===== src/rtl/nr_pkg.sv =====
// ---------------------------------------------------------------------------
// nr_pkg
// Shared constants and types for the Newton-Raphson divider prescale stage.
//   K0, K1       : linear reciprocal-estimate coefficients, Q2.24
//   EXP_BIAS     : IEEE-754 single exponent bias (127)
//   DEN_EXP      : biased exponent that places a mantissa in [0.5,1) (126)
//   FLAG_*       : bit positions inside the 5-bit quotient flag vector
//   state_t      : prescale FSM states
//   fp_classify  : zero / infinity / NaN decode of a single-precision value,
//                  with subnormals treated as zero
// ---------------------------------------------------------------------------
package nr_pkg;

  localparam int DM_W   = 24;   // {1, fraction} mantissa width, Q0.24
  localparam int K_W    = 26;   // coefficient width, Q2.24
  localparam int PROD_W = 50;   // Q0.24 x Q2.24 = Q2.48
  localparam int FLAG_W = 5;

  localparam logic [K_W-1:0] K0 = 26'h2D2D2D3;  // 48/17
  localparam logic [K_W-1:0] K1 = 26'h1E1E1E2;  // 32/17

  localparam logic [7:0] EXP_BIAS = 8'd127;
  localparam logic [7:0] DEN_EXP  = 8'd126;

  localparam logic [31:0] QNAN = 32'h7FC0_0000;

  // Flag vector layout: {NaN, neg_infinite, pos_infinite, pos_zero, neg_zero}
  localparam logic [2:0] FLAG_NAN      = 3'd4;
  localparam logic [2:0] FLAG_NEG_INF  = 3'd3;
  localparam logic [2:0] FLAG_POS_INF  = 3'd2;
  localparam logic [2:0] FLAG_POS_ZERO = 3'd1;
  localparam logic [2:0] FLAG_NEG_ZERO = 3'd0;

  typedef enum logic [2:0] {
    IDLE,
    CAPTURE,
    MULT,
    NORM,
    DONE
  } state_t;

  typedef struct packed {
    logic is_zero;
    logic is_inf;
    logic is_nan;
  } fp_class_t;

  // The sign bit is not needed for classification, so only the magnitude
  // field is passed in. A zero exponent covers both true zero and the
  // subnormals that get flushed to zero.
  function automatic fp_class_t fp_classify(input logic [30:0] mag);
    fp_class_t c;
    c.is_zero = (mag[30:23] == 8'h00);
    c.is_inf  = (mag[30:23] == 8'hFF) && (mag[22:0] == 23'd0);
    c.is_nan  = (mag[30:23] == 8'hFF) && (mag[22:0] != 23'd0);
    return c;
  endfunction

endpackage


===== src/rtl/nr_prescale_if.sv =====
// ---------------------------------------------------------------------------
// nr_prescale_if
// Operand / result handshake bundle for nr_prescale.
//   in_valid, numerator, denominator   : operand pair offered by the producer
//   in_ready                           : prescaler can accept an operand pair
//   out_valid                          : results below are valid and held
//   out_ready                          : iteration stage takes the results
//   numerator_scaled                   : N / 2^s, sign = sign(N) ^ sign(D)
//   denominator_inRange                : |D| / 2^s, inside [0.5, 1)
//   x0                                 : initial reciprocal estimate
//   flags                              : {NaN, -inf, +inf, +0, -0} of N/D
// Modports:
//   master : producer/consumer side (drives operands and out_ready)
//   slave  : the prescaler itself
// ---------------------------------------------------------------------------
interface nr_prescale_if;
  import nr_pkg::*;

  logic              in_valid;
  logic              in_ready;
  logic [31:0]       numerator;
  logic [31:0]       denominator;
  logic              out_valid;
  logic              out_ready;
  logic [31:0]       numerator_scaled;
  logic [31:0]       denominator_inRange;
  logic [31:0]       x0;
  logic [FLAG_W-1:0] flags;

  modport master (
    output in_valid,
    output numerator,
    output denominator,
    output out_ready,
    input  in_ready,
    input  out_valid,
    input  numerator_scaled,
    input  denominator_inRange,
    input  x0,
    input  flags
  );

  modport slave (
    input  in_valid,
    input  numerator,
    input  denominator,
    input  out_ready,
    output in_ready,
    output out_valid,
    output numerator_scaled,
    output denominator_inRange,
    output x0,
    output flags
  );

endinterface


===== src/rtl/nr_seq_mult.sv =====
// ---------------------------------------------------------------------------
// nr_seq_mult
// Radix-2 sequential shift-add multiplier, 24-bit multiplier x 26-bit
// multiplicand -> 50-bit product. One multiplier bit is retired per cycle,
// LSB first, over exactly 24 cycles after the start edge.
// Ports:
//   clk, rst_n    : clock, asynchronous active-low reset
//   start         : load operands and begin (one-cycle pulse)
//   multiplier    : 24-bit operand, consumed bit by bit
//   multiplicand  : 26-bit operand, added on each set multiplier bit
//   done          : high during the final step; product is complete after
//                   the edge on which done is high
//   product       : product register (valid once the run has finished)
// ---------------------------------------------------------------------------
module nr_seq_mult
  import nr_pkg::*;
(
  input  logic              clk,
  input  logic              rst_n,
  input  logic              start,
  input  logic [DM_W-1:0]   multiplier,
  input  logic [K_W-1:0]    multiplicand,
  output logic              done,
  output logic [PROD_W-1:0] product
);

  logic [PROD_W-1:0] prod_q;
  logic [K_W-1:0]    mcand_q;
  logic [4:0]        count_q;
  logic              busy_q;

  logic [K_W:0]      partial;
  logic [PROD_W-1:0] prod_step;

  // The upper 26 bits of the product register act as the accumulator and the
  // lower 24 bits still hold the unretired multiplier bits. Each step adds the
  // multiplicand when the current LSB is set, then shifts the whole register
  // right; the adder carry becomes the new MSB.
  always_comb begin
    partial   = {1'b0, prod_q[PROD_W-1:DM_W]};
    if (prod_q[0]) begin
      partial = partial + {1'b0, mcand_q};
    end
    prod_step = {partial, prod_q[DM_W-1:1]};
  end

  // Step counter runs 23 down to 0; the run ends on the step taken at zero.
  always_ff @(posedge clk or negedge rst_n) begin
    if (!rst_n) begin
      prod_q  <= '0;
      mcand_q <= '0;
      count_q <= '0;
      busy_q  <= 1'b0;
    end else if (start) begin
      prod_q  <= {{K_W{1'b0}}, multiplier};
      mcand_q <= multiplicand;
      count_q <= 5'd23;
      busy_q  <= 1'b1;
    end else if (busy_q) begin
      prod_q <= prod_step;
      if (count_q == 5'd0) begin
        busy_q <= 1'b0;
      end else begin
        count_q <= count_q - 5'd1;
      end
    end
  end

  assign done    = busy_q && (count_q == 5'd0);
  assign product = prod_q;

endmodule


===== src/rtl/nr_prescale.sv =====
// ---------------------------------------------------------------------------
// nr_prescale
// Front end of a Newton-Raphson single-precision divider. Accepts N and D,
// shifts both by s = Ed - 126 so the divisor lands in [0.5,1), produces a
// linear reciprocal estimate x0 = K0 - K1*Dm and classifies special operand
// combinations into quotient flags.
// Ports:
//   clk    : single clock, all state on the rising edge
//   rst_n  : asynchronous active-low reset
//   bus    : nr_prescale_if.slave (operand and result handshakes, see the
//            interface header for the individual signals)
// Latency: out_valid rises 27 cycles after the accepting edge for normal
// operands, 2 cycles for special operands. One operation in flight at a time;
// in_ready is high only while idle.
// Build option:
//   NR_EST_ROUND_EN : when defined, the K1*Dm product and the x0 fraction use
//                     round-to-nearest-even instead of truncation. Latency is
//                     identical in both builds.
// ---------------------------------------------------------------------------
module nr_prescale
  import nr_pkg::*;
(
  input  logic         clk,
  input  logic         rst_n,
  nr_prescale_if.slave bus
);

  state_t state;
  state_t state_n;

  logic [31:0]       num_q;
  logic [31:0]       den_q;
  logic [31:0]       num_scaled_q;
  logic [31:0]       den_range_q;
  logic [31:0]       x0_q;
  logic [FLAG_W-1:0] flags_q;
  logic              out_valid_q;

  fp_class_t         n_cls;
  fp_class_t         d_cls;
  logic              q_sign;
  logic              q_nan;
  logic              q_inf;
  logic              q_zero;
  logic              special;
  logic [31:0]       special_val;
  logic [FLAG_W-1:0] special_flags;

  logic [9:0]        exp_raw;
  logic [31:0]       scaled_num;

  logic              mult_start;
  logic              mult_done;
  logic [PROD_W-1:0] mult_product;

  logic              prod_round_up;
  logic [K_W-1:0]    prod_q24;
  logic [K_W-1:0]    x0_fix;
  logic [31:0]       x0_norm;
  logic              frac_round_up;
  logic [31:0]       x0_val;
  logic              unused_bits;

  // -------------------------------------------------------------------------
  // Operand classification (evaluated on the registered operands in CAPTURE)
  // -------------------------------------------------------------------------
  assign n_cls  = fp_classify(num_q[30:0]);
  assign d_cls  = fp_classify(den_q[30:0]);
  assign q_sign = num_q[31] ^ den_q[31];

  // NaN takes priority; an infinite quotient is only possible once NaN is
  // ruled out, and a zero quotient only once both NaN and infinity are.
  assign q_nan  = n_cls.is_nan | d_cls.is_nan
                | (n_cls.is_zero & d_cls.is_zero)
                | (n_cls.is_inf  & d_cls.is_inf);
  assign q_inf  = !q_nan && (d_cls.is_zero || n_cls.is_inf);
  assign q_zero = !q_nan && !q_inf && (n_cls.is_zero || d_cls.is_inf);
  assign special = q_nan || q_inf || q_zero;

  always_comb begin
    special_flags = '0;
    special_val   = {q_sign, 31'd0};
    if (q_nan) begin
      special_flags[FLAG_NAN] = 1'b1;
      special_val             = QNAN;
    end else if (q_inf) begin
      special_flags[q_sign ? FLAG_NEG_INF : FLAG_POS_INF] = 1'b1;
      special_val = {q_sign, 8'hFF, 23'd0};
    end else if (q_zero) begin
      special_flags[q_sign ? FLAG_NEG_ZERO : FLAG_POS_ZERO] = 1'b1;
    end
  end

  // -------------------------------------------------------------------------
  // Numerator scaling: En - Ed + 126 spans -127..379 for normal operands, so
  // a 10-bit two's-complement result never wraps. Bit 9 set means negative.
  // -------------------------------------------------------------------------
  assign exp_raw = {2'b00, num_q[30:23]} - {2'b00, den_q[30:23]}
                 + {2'b00, DEN_EXP};

  always_comb begin
    scaled_num = {q_sign, exp_raw[7:0], num_q[22:0]};
    if (exp_raw[9] || (exp_raw == 10'd0)) begin
      scaled_num = {q_sign, 31'd0};
    end else if (exp_raw >= 10'd255) begin
      scaled_num = {q_sign, 8'hFF, 23'd0};
    end
  end

  // -------------------------------------------------------------------------
  // Reciprocal estimate multiplier: K1 * {1, D[22:0]}
  // -------------------------------------------------------------------------
  nr_seq_mult u_mult (
    .clk          (clk),
    .rst_n        (rst_n),
    .start        (mult_start),
    .multiplier   ({1'b1, den_q[22:0]}),
    .multiplicand (K1),
    .done         (mult_done),
    .product      (mult_product)
  );

  // -------------------------------------------------------------------------
  // x0 = K0 - K1*Dm, then packed as a positive single. x0 lies in
  // (16/17, 32/17], so bit 24 of the Q2.24 value selects exponent 127 vs 126
  // and bit 23 is the implied one in the 126 case.
  // -------------------------------------------------------------------------
  always_comb begin
`ifdef NR_EST_ROUND_EN
    prod_round_up = mult_product[23] &
                    ((|mult_product[22:0]) | mult_product[24]);
`else
    prod_round_up = 1'b0;
`endif
    prod_q24 = mult_product[PROD_W-1:24] + {{(K_W-1){1'b0}}, prod_round_up};
    x0_fix   = K0 - prod_q24;

    frac_round_up = 1'b0;
    if (x0_fix[24]) begin
      x0_norm = {1'b0, EXP_BIAS, x0_fix[23:1]};
`ifdef NR_EST_ROUND_EN
      // Exactly one bit is dropped, so it is either zero or an exact tie;
      // ties go to the even fraction.
      frac_round_up = x0_fix[0] & x0_fix[1];
`endif
    end else begin
      x0_norm = {1'b0, DEN_EXP, x0_fix[22:0]};
    end
    // Adding on the packed word lets a fraction carry ripple into the exponent.
    x0_val = x0_norm + {31'd0, frac_round_up};
  end

  assign unused_bits = ^{mult_product[23:0], x0_fix[25], x0_fix[0]};

  // -------------------------------------------------------------------------
  // FSM state register
  // -------------------------------------------------------------------------
  always_ff @(posedge clk or negedge rst_n) begin
    if (!rst_n) begin
      state <= IDLE;
    end else begin
      state <= state_n;
    end
  end

  // -------------------------------------------------------------------------
  // FSM next state. The multiplier is launched on the CAPTURE->MULT edge so
  // its 24 steps line up with the 24 MULT cycles.
  // -------------------------------------------------------------------------
  always_comb begin
    state_n    = state;
    mult_start = 1'b0;
    case (state)
      IDLE: begin
        if (bus.in_valid) begin
          state_n = CAPTURE;
        end
      end
      CAPTURE: begin
        if (special) begin
          state_n = DONE;
        end else begin
          state_n    = MULT;
          mult_start = 1'b1;
        end
      end
      MULT: begin
        if (mult_done) begin
          state_n = NORM;
        end
      end
      NORM: begin
        state_n = DONE;
      end
      DONE: begin
        if (out_valid_q && bus.out_ready) begin
          state_n = IDLE;
        end
      end
      default: begin
        state_n = IDLE;
      end
    endcase
  end

  // -------------------------------------------------------------------------
  // Datapath registers. out_valid is registered off the DONE state, which
  // puts it one cycle after DONE is entered; it drops on the handshake edge
  // together with the return to IDLE.
  // -------------------------------------------------------------------------
  always_ff @(posedge clk or negedge rst_n) begin
    if (!rst_n) begin
      num_q        <= '0;
      den_q        <= '0;
      num_scaled_q <= '0;
      den_range_q  <= '0;
      x0_q         <= '0;
      flags_q      <= '0;
      out_valid_q  <= 1'b0;
    end else begin
      out_valid_q <= (state == DONE) && !(out_valid_q && bus.out_ready);
      case (state)
        IDLE: begin
          if (bus.in_valid) begin
            num_q <= bus.numerator;
            den_q <= bus.denominator;
          end
        end
        CAPTURE: begin
          x0_q <= '0;
          if (special) begin
            num_scaled_q <= special_val;
            den_range_q  <= '0;
            flags_q      <= special_flags;
          end else begin
            num_scaled_q <= scaled_num;
            den_range_q  <= {1'b0, DEN_EXP, den_q[22:0]};
            flags_q      <= '0;
          end
        end
        NORM: begin
          x0_q <= x0_val;
        end
        default: begin
        end
      endcase
    end
  end

  assign bus.in_ready            = (state == IDLE);
  assign bus.out_valid           = out_valid_q;
  assign bus.numerator_scaled    = num_scaled_q;
  assign bus.denominator_inRange = den_range_q;
  assign bus.x0                  = x0_q;
  assign bus.flags               = flags_q;

endmodule

===== src/flat_wrapper.sv =====
// flat-port wrapper written by rule: the top's interface ports become plain ports
module nr_prescale_flat import nr_pkg::*;
  (clk, rst_n, bus_in_valid, bus_numerator, bus_denominator, bus_out_ready, bus_in_ready, bus_out_valid, bus_numerator_scaled, bus_denominator_inRange, bus_x0, bus_flags);
  nr_prescale_if bus_i ();
  input  logic clk;
  input  logic rst_n;
  input wire logic [$bits(bus_i.in_valid)-1:0] bus_in_valid;
  input wire logic [$bits(bus_i.numerator)-1:0] bus_numerator;
  input wire logic [$bits(bus_i.denominator)-1:0] bus_denominator;
  input wire logic [$bits(bus_i.out_ready)-1:0] bus_out_ready;
  output wire logic [$bits(bus_i.in_ready)-1:0] bus_in_ready;
  output wire logic [$bits(bus_i.out_valid)-1:0] bus_out_valid;
  output wire logic [$bits(bus_i.numerator_scaled)-1:0] bus_numerator_scaled;
  output wire logic [$bits(bus_i.denominator_inRange)-1:0] bus_denominator_inRange;
  output wire logic [$bits(bus_i.x0)-1:0] bus_x0;
  output wire logic [$bits(bus_i.flags)-1:0] bus_flags;
  assign bus_i.in_valid = bus_in_valid;
  assign bus_i.numerator = bus_numerator;
  assign bus_i.denominator = bus_denominator;
  assign bus_i.out_ready = bus_out_ready;
  assign bus_in_ready = bus_i.in_ready;
  assign bus_out_valid = bus_i.out_valid;
  assign bus_numerator_scaled = bus_i.numerator_scaled;
  assign bus_denominator_inRange = bus_i.denominator_inRange;
  assign bus_x0 = bus_i.x0;
  assign bus_flags = bus_i.flags;
  nr_prescale u_core (.clk(clk), .rst_n(rst_n), .bus(bus_i));
endmodule

===== config.mk =====
export PLATFORM = sky130hd
export DESIGN_NAME = nr_prescale_flat
export DESIGN_NICKNAME = d
export VERILOG_FILES = /design/src/rtl/nr_pkg.sv /design/src/rtl/nr_prescale_if.sv /design/src/rtl/nr_seq_mult.sv /design/src/rtl/nr_prescale.sv /design/src/flat_wrapper.sv
export SDC_FILE = /design/constraint.sdc
export NUM_CORES = 1
export LEC_CHECK = 0
export ABC_AREA = 1
export BUFFER_PORTS_ARGS = -buffer_cell sky130_fd_sc_hd__buf_2
export CAP_MARGIN = 5
export CORE_ASPECT_RATIO = 0.5
export CORE_UTILIZATION = 58
export CTS_CLUSTER_DIAMETER = 60
export DETAILED_ROUTE_END_ITERATION = 8
export MAX_ROUTING_LAYER = met4
export PLACE_DENSITY = 0.87
export SYNTH_ARGS = -nofsm -noshare
export SYNTH_HDL_FRONTEND = slang
export SYNTH_SLANG_ARGS = --single-unit

===== constraint.sdc =====
create_clock -name clk -period 3.1 [get_ports clk]
set_input_delay 0.62 -clock clk [delete_from_list [all_inputs] [get_ports clk]]
set_output_delay 0.62 -clock clk [all_outputs]
set_load 0.01 [all_outputs]

==> results.md, run 1 <==
- Adder-cell share of the synthesized area: about 3.1%
- Most frequent cell after synthesis: nand2_1
- Die Y: ~100 µm
- Antenna violations before repair: 0
- CP Capture Type: flip-flop
- Gr ovfl total: 0
- Die W: around 200 µm
- Register Area: ~5300 µm²
- Async SR Flop Fraction: 100.0%
- Pwr Density: 1246 nW/µm²
- Yosys top cell area share: 47.18%
- R2R Setup Slk: 220 ps
- Crit share post-route: 92.84%
- Area after DPL: 12,140 µm²
- Share of layout cells above drive strength 1: 21.30%
- Max Slew Vio Count: 0
- Largest net degree at the start of global routing: 70
- Critical path startpoint category: flip-flop
- Crit path max fanout: 22
- Post-route design area: roughly 13,000 µm²
- DP HPWL: approximately 20,000 µm
- DIE AREA: 19,890 µm²
- Antenna viol nets, final: 0
- Post-synthesis mux area share: 5.232%
- Clock Latency Late Sink: between 500 and 600 ps
- Final hold viol count: 0
- Relative slew slack: 57.30%
- RSZ-0062 raised after global routing: no
- Final Setup Violations: 0
- Wire per inst: around 16 µm
- Tot Pwr: 16,020 µW
- CTS Buf Count: 20
- Hold Path Class: input port to asynchronous set/reset pin
- Drt pass-1 iters: 5
- Routed wire length: 27,810 µm
- Synth Area in Compound Gates: 7.289%
- Seq/Total Area, Yosys: between 40% and 50%
- R2R cell count: 11
- Fin Setup TNS: 0 ps
- Critical path data required time: approximately 3500 ps
- H-tree depth: 1
- FF+latch count, synth: ~210
- Max VDD drop: ~770 µV
- Ys Warns: 0
- DRC Markers: 0
- Post-Synthesis Cells: ~1,300
- Synth area leader: dfrtp_1
- Footprint of the multi-input gates: between 5000 and 6000 µm²
- Reg2Reg Capture Point: u_core.u_mult.product[17]
- Post-synth top cells: nand2_1 (410), dfrtp_1 (211), inv_1 (111)
- Final-layout fill cell count: approximately 1,400
- Synth Cell Area: roughly 11,000 µm²
- Critical path arrival: 3320 ps
- Max Fclk: between 0.3 and 0.4 GHz
- Mean Syn Cell Area: around 8.4 µm²
- Ant diodes: 0
- Vias per cell: ~5.6
- Largest family of logic cells by synthesized area: simple AND/OR/NAND/NOR gates
- Hold Slack: ~110 ps
- Post-synthesis cell type count: 53
- Total GRT Usage: about 30%
- CTS tree: built
- Leak Pwr: approximately 0.0067 µW
- Clk sinks: around 210
- Top cells by area, synth: dfrtp_1 (47%), nand2_1 (14%), mux2_2 (5.2%)
- CTS Root Cell: clkbuf_16
- Input/output buffers: roughly 170
- Metal-1 WL: between 10,000 and 15,000 µm
- Max-Cap Viols: 0
- First-pass GRT wire length: 45,900 µm
- Initial DRC count: about 560
- Final Net Count: around 1,600
- WS Path Type: flip-flop to flip-flop
- Std-Cell Rows: 35
- Worst-Margin Slew: approximately 640 ps
- Status: complete, no violations
- CTS max path bufs: 3
- Hold_buf cts: 0
- Post-synthesis xor/xnor area fraction: 2.728%
- Layout area overhead: 14.86%
- Worst-path clk slew: approximately 70 ps
- Minimum clock period: between 2000 and 3000 ps
- Post-synth EDFFs: 0
- Post-Synth Simple-Gate Area: around 27%
- Top layer in use: met4
- Area of the core: 18,660 µm²
- Via count: roughly 10,000
- Initial core utilization: around three fifths
- Vias in the first global route: between 9,000 and 10,000
- Routability cong.: approximately 1
- Worst r2r src: u_core.num_q[26]
- Met2 wire length: about 13,000 µm
- WL met3: ~1600 µm
- Main synth FF type: dfrtp_1
- IO Pins: 171
- Skew final: between 8 and 9 ps
-- placed cells by master, fill, tap and decap left out, drive strengths merged, types with 3 or more instances in the layout --
master	instances
clkinvlp	3
xnor2	3
o22ai	18
inv	115
o211ai	20
or2	13
conb	5
mux2	52
clkbuf	30
nand2	423
nand4	38
dfrtp	211
buf	180
nor3	17
nor2	88
nor4	6
o21ai	41
a21oi	49
nand3	90
ha	28
xor2	31
clkinv	6
-- state kept, by name, indices dropped and copies added (netlist names) --
signal,count
u_core.bus.denominator_inRange,24
u_core.bus.flags,5
u_core.state,3
u_core.num_q,32
u_core.bus.out_valid,1
u_core.u_mult.busy_q,1
u_core.u_mult.count_q,5
u_core.den_q,32
u_core.u_mult.mcand_q,1
u_core.bus.x0,25
u_core.bus.numerator_scaled,32
u_core.u_mult.product,50
-- metrics by stage --
step                      util [%]  worst slack [ps]  cells
after floorplan                  -             609.1   1335
after global routing         68.91             9.181   1747
after CTS                    68.86             225.0   1747
final                        68.91             221.9   1747
after global placement       65.10             389.1   1712
after detailed placement     65.10             259.3   1712
-- worst max path at each step --
stage                                start                               to  cells past startpoint
after CTS                 u_core.den_q[24]   u_core.bus.numerator_scaled[5]                     19
final                     u_core.num_q[26]        u_core.u_mult.product[17]                     11
after global placement    u_core.num_q[26]        u_core.u_mult.product[19]                     11
after floorplan           u_core.num_q[24]  u_core.bus.numerator_scaled[22]                     18
after global routing      u_core.den_q[24]   u_core.bus.numerator_scaled[5]                     20
after detailed placement  u_core.den_q[24]   u_core.bus.numerator_scaled[5]                     19
-- layer usage --
| layer | track usage [%] | up-vias |
|---|---|---|
| met5 | - | - |
| met4 | 10.12 | 0 |
| met3 | 5.242 | 82 |
| met2 | 48.72 | 343 |
| met1 | 37.37 | 4681 |
| li1 | - | 4632 |
-- worst max-delay path, stage by stage, from the launching register on --
cell and delay [ps]:
dfrtp_1 410, or2_2 300, nor4_1 500, nand2_1 180, nand3_2 210, nor2_8 70, nand2_2 240, nand2_2 100
inv_2 360, buf_4 280, nand2_1 80, nand3_1 80
-- kinds of logic after synthesis --
family	after synthesis
buf+inv	182
xor+xnor	34
flops	211
simple gates	683
other cells	1
fa+ha+maj	28
mux	52
compound gates	140
-- final cells by class --
class                   count  area share, %
clock buffers              29          4.945
clock inverters             6         0.5159
inverters                 119          3.485
multi-input cells         942          39.61
flip-flops and latches    211          41.07
well taps                 259          2.521
repair buffers            181          7.845
-- power by group --
| group | internal (µW) | switching (µW) |
|---|---|---|
| logic | 3070 | 5370 |
| clock network | 1510 | 1090 |
| registers | 4010 | 980 |
-- repair_timing --
item | CTS | global route
endpoints found under the hold margin | 0 | 0
gates resized for setup | 0 | 2
buffers inserted | 0 | 0
setup endpoints to repair | 0 | 20
(Power assumes the default switching activity.)
==> run 2: changes to the inputs <==
--- a/config.mk
+++ b/config.mk
@@ -9,11 +9,10 @@
 export BUFFER_PORTS_ARGS = -buffer_cell sky130_fd_sc_hd__buf_2
 export CAP_MARGIN = 5
 export CORE_ASPECT_RATIO = 0.5
-export CORE_UTILIZATION = 58
-export CTS_CLUSTER_DIAMETER = 60
+export CORE_UTILIZATION = 30
 export DETAILED_ROUTE_END_ITERATION = 8
 export MAX_ROUTING_LAYER = met4
-export PLACE_DENSITY = 0.87
+export PLACE_DENSITY = 0.54
 export SYNTH_ARGS = -nofsm -noshare
 export SYNTH_HDL_FRONTEND = slang
 export SYNTH_SLANG_ARGS = --single-unit
==> results.md, run 2 (synthesis gave the netlist of run 1 again) <==
- Status: finished, violations left
- Failing checks: design-rule violations
- Antenna viol nets, final: 0
- Final WS setup: about 400 ps
- Max Fclk: roughly 0.37 GHz
- Max Slew Vio Count: 0
- Relative slew slack: 28.07%
- Via count: 9,283
- Final hold viol count: 0
- R2R cell count: 20
- Initial core utilization: between 30% and 40%
- Commonest non-fill, non-tap cell in the layout: nand2_1
- Final Setup Violations: 0
- Routed wire length: between 30,000 and 40,000 µm
- Vias per cell: about 4.7
- DP HPWL: between 20,000 and 25,000 µm
- Crit path max fanout: 12
- Critical path arrival: 3110 ps
- Share of layout cells above drive strength 1: 22.03%
- Post-CTS Setup Bufs: 0
- Skew final: roughly 18 ps
- DIE AREA: 38,130 µm²
- Max-Cap Viols: 0
- CTS tree: built
- Fin Setup TNS: 0 ps
- Std-Cell Rows: 49
- Final Net Count: 1,586
- WS Path Type: flip-flop to flip-flop
- Drt pass-1 iters: 9
- H-tree depth: 1
- Most frequent cells in the layout: nand2_1 (409), dfrtp_1 (211), buf_2 (164), inv_1 (110), nand3_1 (85)
- Critical path data required time: 3520 ps
- Die W: roughly 280 µm
- Clk sinks: around 210
- # placed instances: roughly 1,900
- Max reg flops: 50
- Layout area overhead: 19.04%
- Vias in the first global route: between 8,000 and 9,000
- First-pass GRT wire length: 49,030 µm
- Ant diodes: 0
- Worst-Margin Slew: 1079 ps
- Gr ovfl total: 0
- CP Capture Type: flip-flop
- Input/output buffers: around 170
- Area of the core: 36,290 µm²
- CTS Buf Count: 23
- IO Pins: about 170
- Minimum clock period: approximately 2700 ps
- Hold Path Stages: 2
- Wire per inst: around 15 µm
- Critical path startpoint category: flip-flop
- Crit share post-route: approximately 87%
- Hold Path Class: input port to flip-flop
- Fin cells: 1,991
- Total GRT Usage: 16.50%
- Routability cong.: approximately 0.91
- DRC Markers: 2
- Pre-CTS setup slack: approximately 300 ps
- Leak Pwr: around 0.007 µW
- CTS max path bufs: 3
- Initial DRC count: ~640
- Pwr Density: 1226 nW/µm²
- Clock Latency Late Sink: ~530 ps
- Max VDD drop: about 460 µV
- Worst-path clk slew: 60 ps
- Die Y: ~140 µm
- RSZ-0062 raised after global routing: no
- Largest net degree at the start of global routing: 77
- Antenna violations before repair: 0
- CTS Root Cell: clkbuf_16
-- run 2: power breakdown --
group          total [µW]  leakage, µW  internal (µW)  switching, µW
Combinational        8450      0.00383           3150           5300
Clock                2920     0.000398           1740           1180
Sequential           4960      0.00261           4010            952
-- run 2: final timing paths --
| path | slack [ps] | from | to |
|---|---|---|---|
| min in group asynchronous | 590 | rst_n | u_core.den_q[26] |
| max | 410 | u_core.den_q[24] | u_core.bus.numerator_scaled[0] |
| max in group asynchronous | 1760 | rst_n | u_core.u_mult.product[2] |
| min reg2reg | 470 | u_core.bus.denominator_inRange[22] | u_core.bus.denominator_inRange[22] |
| min | 320 | bus_numerator[11] | u_core.num_q[11] |
| max reg2reg | 410 | u_core.den_q[24] | u_core.bus.numerator_scaled[0] |
-- run 2: timing repair --
action	CTS	global route
setup endpoints to repair	0	4
resized for setup	0	1
hold endpoints to repair	46	0
hold buffers	1	0
-- run 2: metrics by stage --
step	hold WS (ps)	area, µm²	power, µW	utilization [%]
after floorplan	324.4	11210	11270	-
after detailed placement	460.2	12510	13490	34.48
after global routing	294.6	13320	17840	36.71
final	320.5	13320	16330	36.71
after CTS	287.9	13320	16480	36.69
after global placement	458.4	12510	13430	34.48
-- run 2: area by class of cell --
type                    count  area (µm²)
clock inverters            11       137.6
multi-input cells         942        5097
clock buffers              31       655.6
repair buffers            193        1099
fillers                  3821       22970
well taps                 484       605.6
inverters                 119       447.9
flip-flops and latches    211        5280
-- run 2: critical path, cell delays in order (launching register included) --
cell and delay [ps]:
dfrtp_1 360, inv_1 90, ha_1 380, nand2_2 120
nand2_2 60, nand2_1 90, nand2_1 60, inv_1 50
ha_1 170, inv_1 70, nor2_1 100, nand2_1 90
nor2_1 150, nand2_1 70, nand2_1 70, nand2_1 50
nor2_1 180, nor2_4 100, buf_4 190, nand4_1 80
nand2_1 50
-- run 2: routing by layer --
layer | share of wire, % | vias up | track usage [%] | routed length (µm)
met1 | 48 | 4455 | 22.44 | 14630
li1 | - | 4668 | - | -
met3 | 3.0 | 31 | 2.424 | 903
met5 | 0 | - | - | 0
met2 | 47 | 129 | 26.29 | 14280
met4 | 1.5 | 0 | 2.937 | 439
==> run 3: changes to the inputs <==
==> constraint.sdc (replaced) <==
create_clock -name clk -period 3.18 [get_ports clk]
set_input_delay 0.636 -clock clk [delete_from_list [all_inputs] [get_ports clk]]
set_output_delay 0.636 -clock clk [all_outputs]
set_load 0.01 [all_outputs]
==> results.md, run 3 (synthesis gave the netlist of run 1 again) <==
- Status: finished, violations left
- Failing checks: design-rule violations
- Drt pass-1 iters: 7
- DP HPWL: 22,020 µm
- Pre-CTS setup slack: 480.1 ps
- Input/output buffers: between 150 and 200
- Std-Cell Rows: slightly below 50
- WP buf/inv: 3
- Via count: 9,269
- Gr ovfl total: 0
- Commonest non-fill, non-tap cell in the layout: nand2_1
- Crit path top cell by count: nand2_1
- Max Slew Vio Count: 0
- Initial DRC count: 615
- Grt met3 use: about 2.3%
- Layout area overhead: 17.75%
- Post-CTS Resized: 0
- Skew final: ~15 ps
- Share of layout cells above drive strength 1: between 20% and 30%
- Worst path slowest cell: ha_1
- H-tree depth: 1
- First-pass GRT wire length: about 49,000 µm
- Hold Path Class: input port to asynchronous set/reset pin
- Die W: around 280 µm
- Global routing's busiest layer: met2
- Register Area: between 5000 and 6000 µm²
- Final Setup Violations: 0
- GRT met2 Usage: a little over a quarter
- CP top delay family: simple AND/OR/NAND/NOR gates
- Routed wire length: approximately 30,000 µm
- DIE AREA: about 38,000 µm²
- Largest stage delay on the critical path: between 300 and 400 ps
- Worst path cell trace: inv_1 > ha_1 > nand2_2 > nand2_2 > nand2_1 > nand2_1 > inv_1 > ha_1 > nand2_1 > nor2_1 > nand2_1 > nand2_1 > nand2_1 > nand2_1 > nor2_1 > nor2_2 > buf_4 > nand3_1 > a21oi_1
- CTS tree: built
- Initial core utilization: slightly above 30%
- Largest net degree at the start of global routing: 78
- Vias in the first global route: roughly 9,000
- WS Path Type: flip-flop to flip-flop
- Fin Setup TNS: 0 ps
- Die Y: about 140 µm
- Final Net Count: approximately 1,600
- Critical path data required time: approximately 3600 ps
- Antenna violations before repair: 0
- Minimum clock period: between 2000 and 3000 ps
- Area after DPL: roughly 12,000 µm²
- RSZ-0062 raised after global routing: no
- Max VDD drop: 470.3 µV
- Final WS setup: 458.7 ps
- Final hold viol count: 0
- Max reg flops: 50
- Post-CTS Setup Bufs: 0
- Antenna viol nets, final: 0
- Vias per cell: ~4.7
- CTS max path bufs: 3
- Hold_buf cts: 0
- GR Util met1: around 22%
- Footprint of the multi-input gates: a little over 5000 µm²
- IO Pins: approximately 170
- Leak Pwr: ~0.0068 µW
- Pwr Density: about 1200 nW/µm²
- R2R cell count: 19
- Relative slew slack: around a third
- Wire per inst: 15.28 µm
- CTS Buf Count: 22
- Routability cong.: roughly 0.92
- Critical path depth: 19
- CP Capture Type: flip-flop
- Worst-Margin Slew: between 1000 and 1500 ps
- Clk sinks: approximately 210
- Most frequent cells in the layout: nand2_1 (409), dfrtp_1 (211), buf_2 (164), inv_1 (110), nand3_1 (85)
- Area of the core: about 36,000 µm²
- Clock Latency Late Sink: around 530 ps
- Crit path max fanout: 30
- Max-Cap Viols: 0
- Critical path arrival: approximately 3200 ps
- Ant diodes: 0
- Post-route design area: around 13,000 µm²
- Final-layout fill cell count: around 3,900
- CTS Root Cell: clkbuf_16
- DRC Markers: 3
- Crit share post-route: a little under nine tenths
- Worst-path clk slew: ~60 ps
- Total GRT Usage: 16.51%
- Critical path startpoint category: flip-flop
- Max Fclk: 0.3675 GHz
==> run 3: layout make-up <==
cell class,count,area share (%)
multi-input cells,942,38.64
flip-flops and latches,211,40.06
clock buffers,32,4.842
well taps,484,4.595
clock inverters,8,0.4652
repair buffers,189,7.994
inverters,119,3.399
==> run 3: per-layer routing <==
layer,share of wire (%),vias to the layer above
li1,-,4646
met4,1.6,0
met5,0,-
met1,47,4436
met3,3.9,33
met2,48,154
==> run 3: worst register-to-register path: stages (launching register included) <==
cell     delay (ps)
dfrtp_1         350
inv_1            80
ha_1            390
nand2_2         130
nand2_2          60
nand2_1          90
nand2_1          60
inv_1            50
ha_1            170
nand2_1          80
nor2_1          180
nand2_1         100
nand2_1          80
nand2_1          50
nand2_1          60
nor2_1           50
nor2_2           70
buf_4           300
nand3_1         150
a21oi_1         160
==> run 3: path summary, 6_finish.rpt <==
path / slack [ps] / start / end
max: 460 / u_core.den_q[24] / u_core.bus.numerator_scaled[24]
min in group clk: 340 / bus_numerator[19] / u_core.num_q[19]
min: 60 / rst_n / u_core.den_q[28]
max in group asynchronous: 2220 / rst_n / u_core.u_mult.product[7]
min reg2reg: 480 / u_core.bus.denominator_inRange[17] / u_core.bus.denominator_inRange[17]
max reg2reg: 460 / u_core.den_q[24] / u_core.bus.numerator_scaled[24]
==> run 3: where the power goes <==
part / switching, µW / total (µW) / internal [µW]
clock: 1130 / 2540 / 1410
combinational: 5150 / 8160 / 3010
sequential: 940 / 4850 / 3910
==> run 3: metrics by stage <==
| stage | hold slack [ps] | total power [µW] | utilization, % | std cells |
|---|---|---|---|---|
| final | 60.00 | 15540 | 36.31 | 1985 |
| after floorplan | 340.4 | 10990 | - | 1335 |
| after CTS | 94.89 | 15730 | 36.31 | 1985 |
| after detailed placement | 460.6 | 13100 | 34.38 | 1945 |
| after global placement | 461.6 | 13050 | 34.38 | 1945 |
| after global routing | 101.2 | 17010 | 36.31 | 1985 |
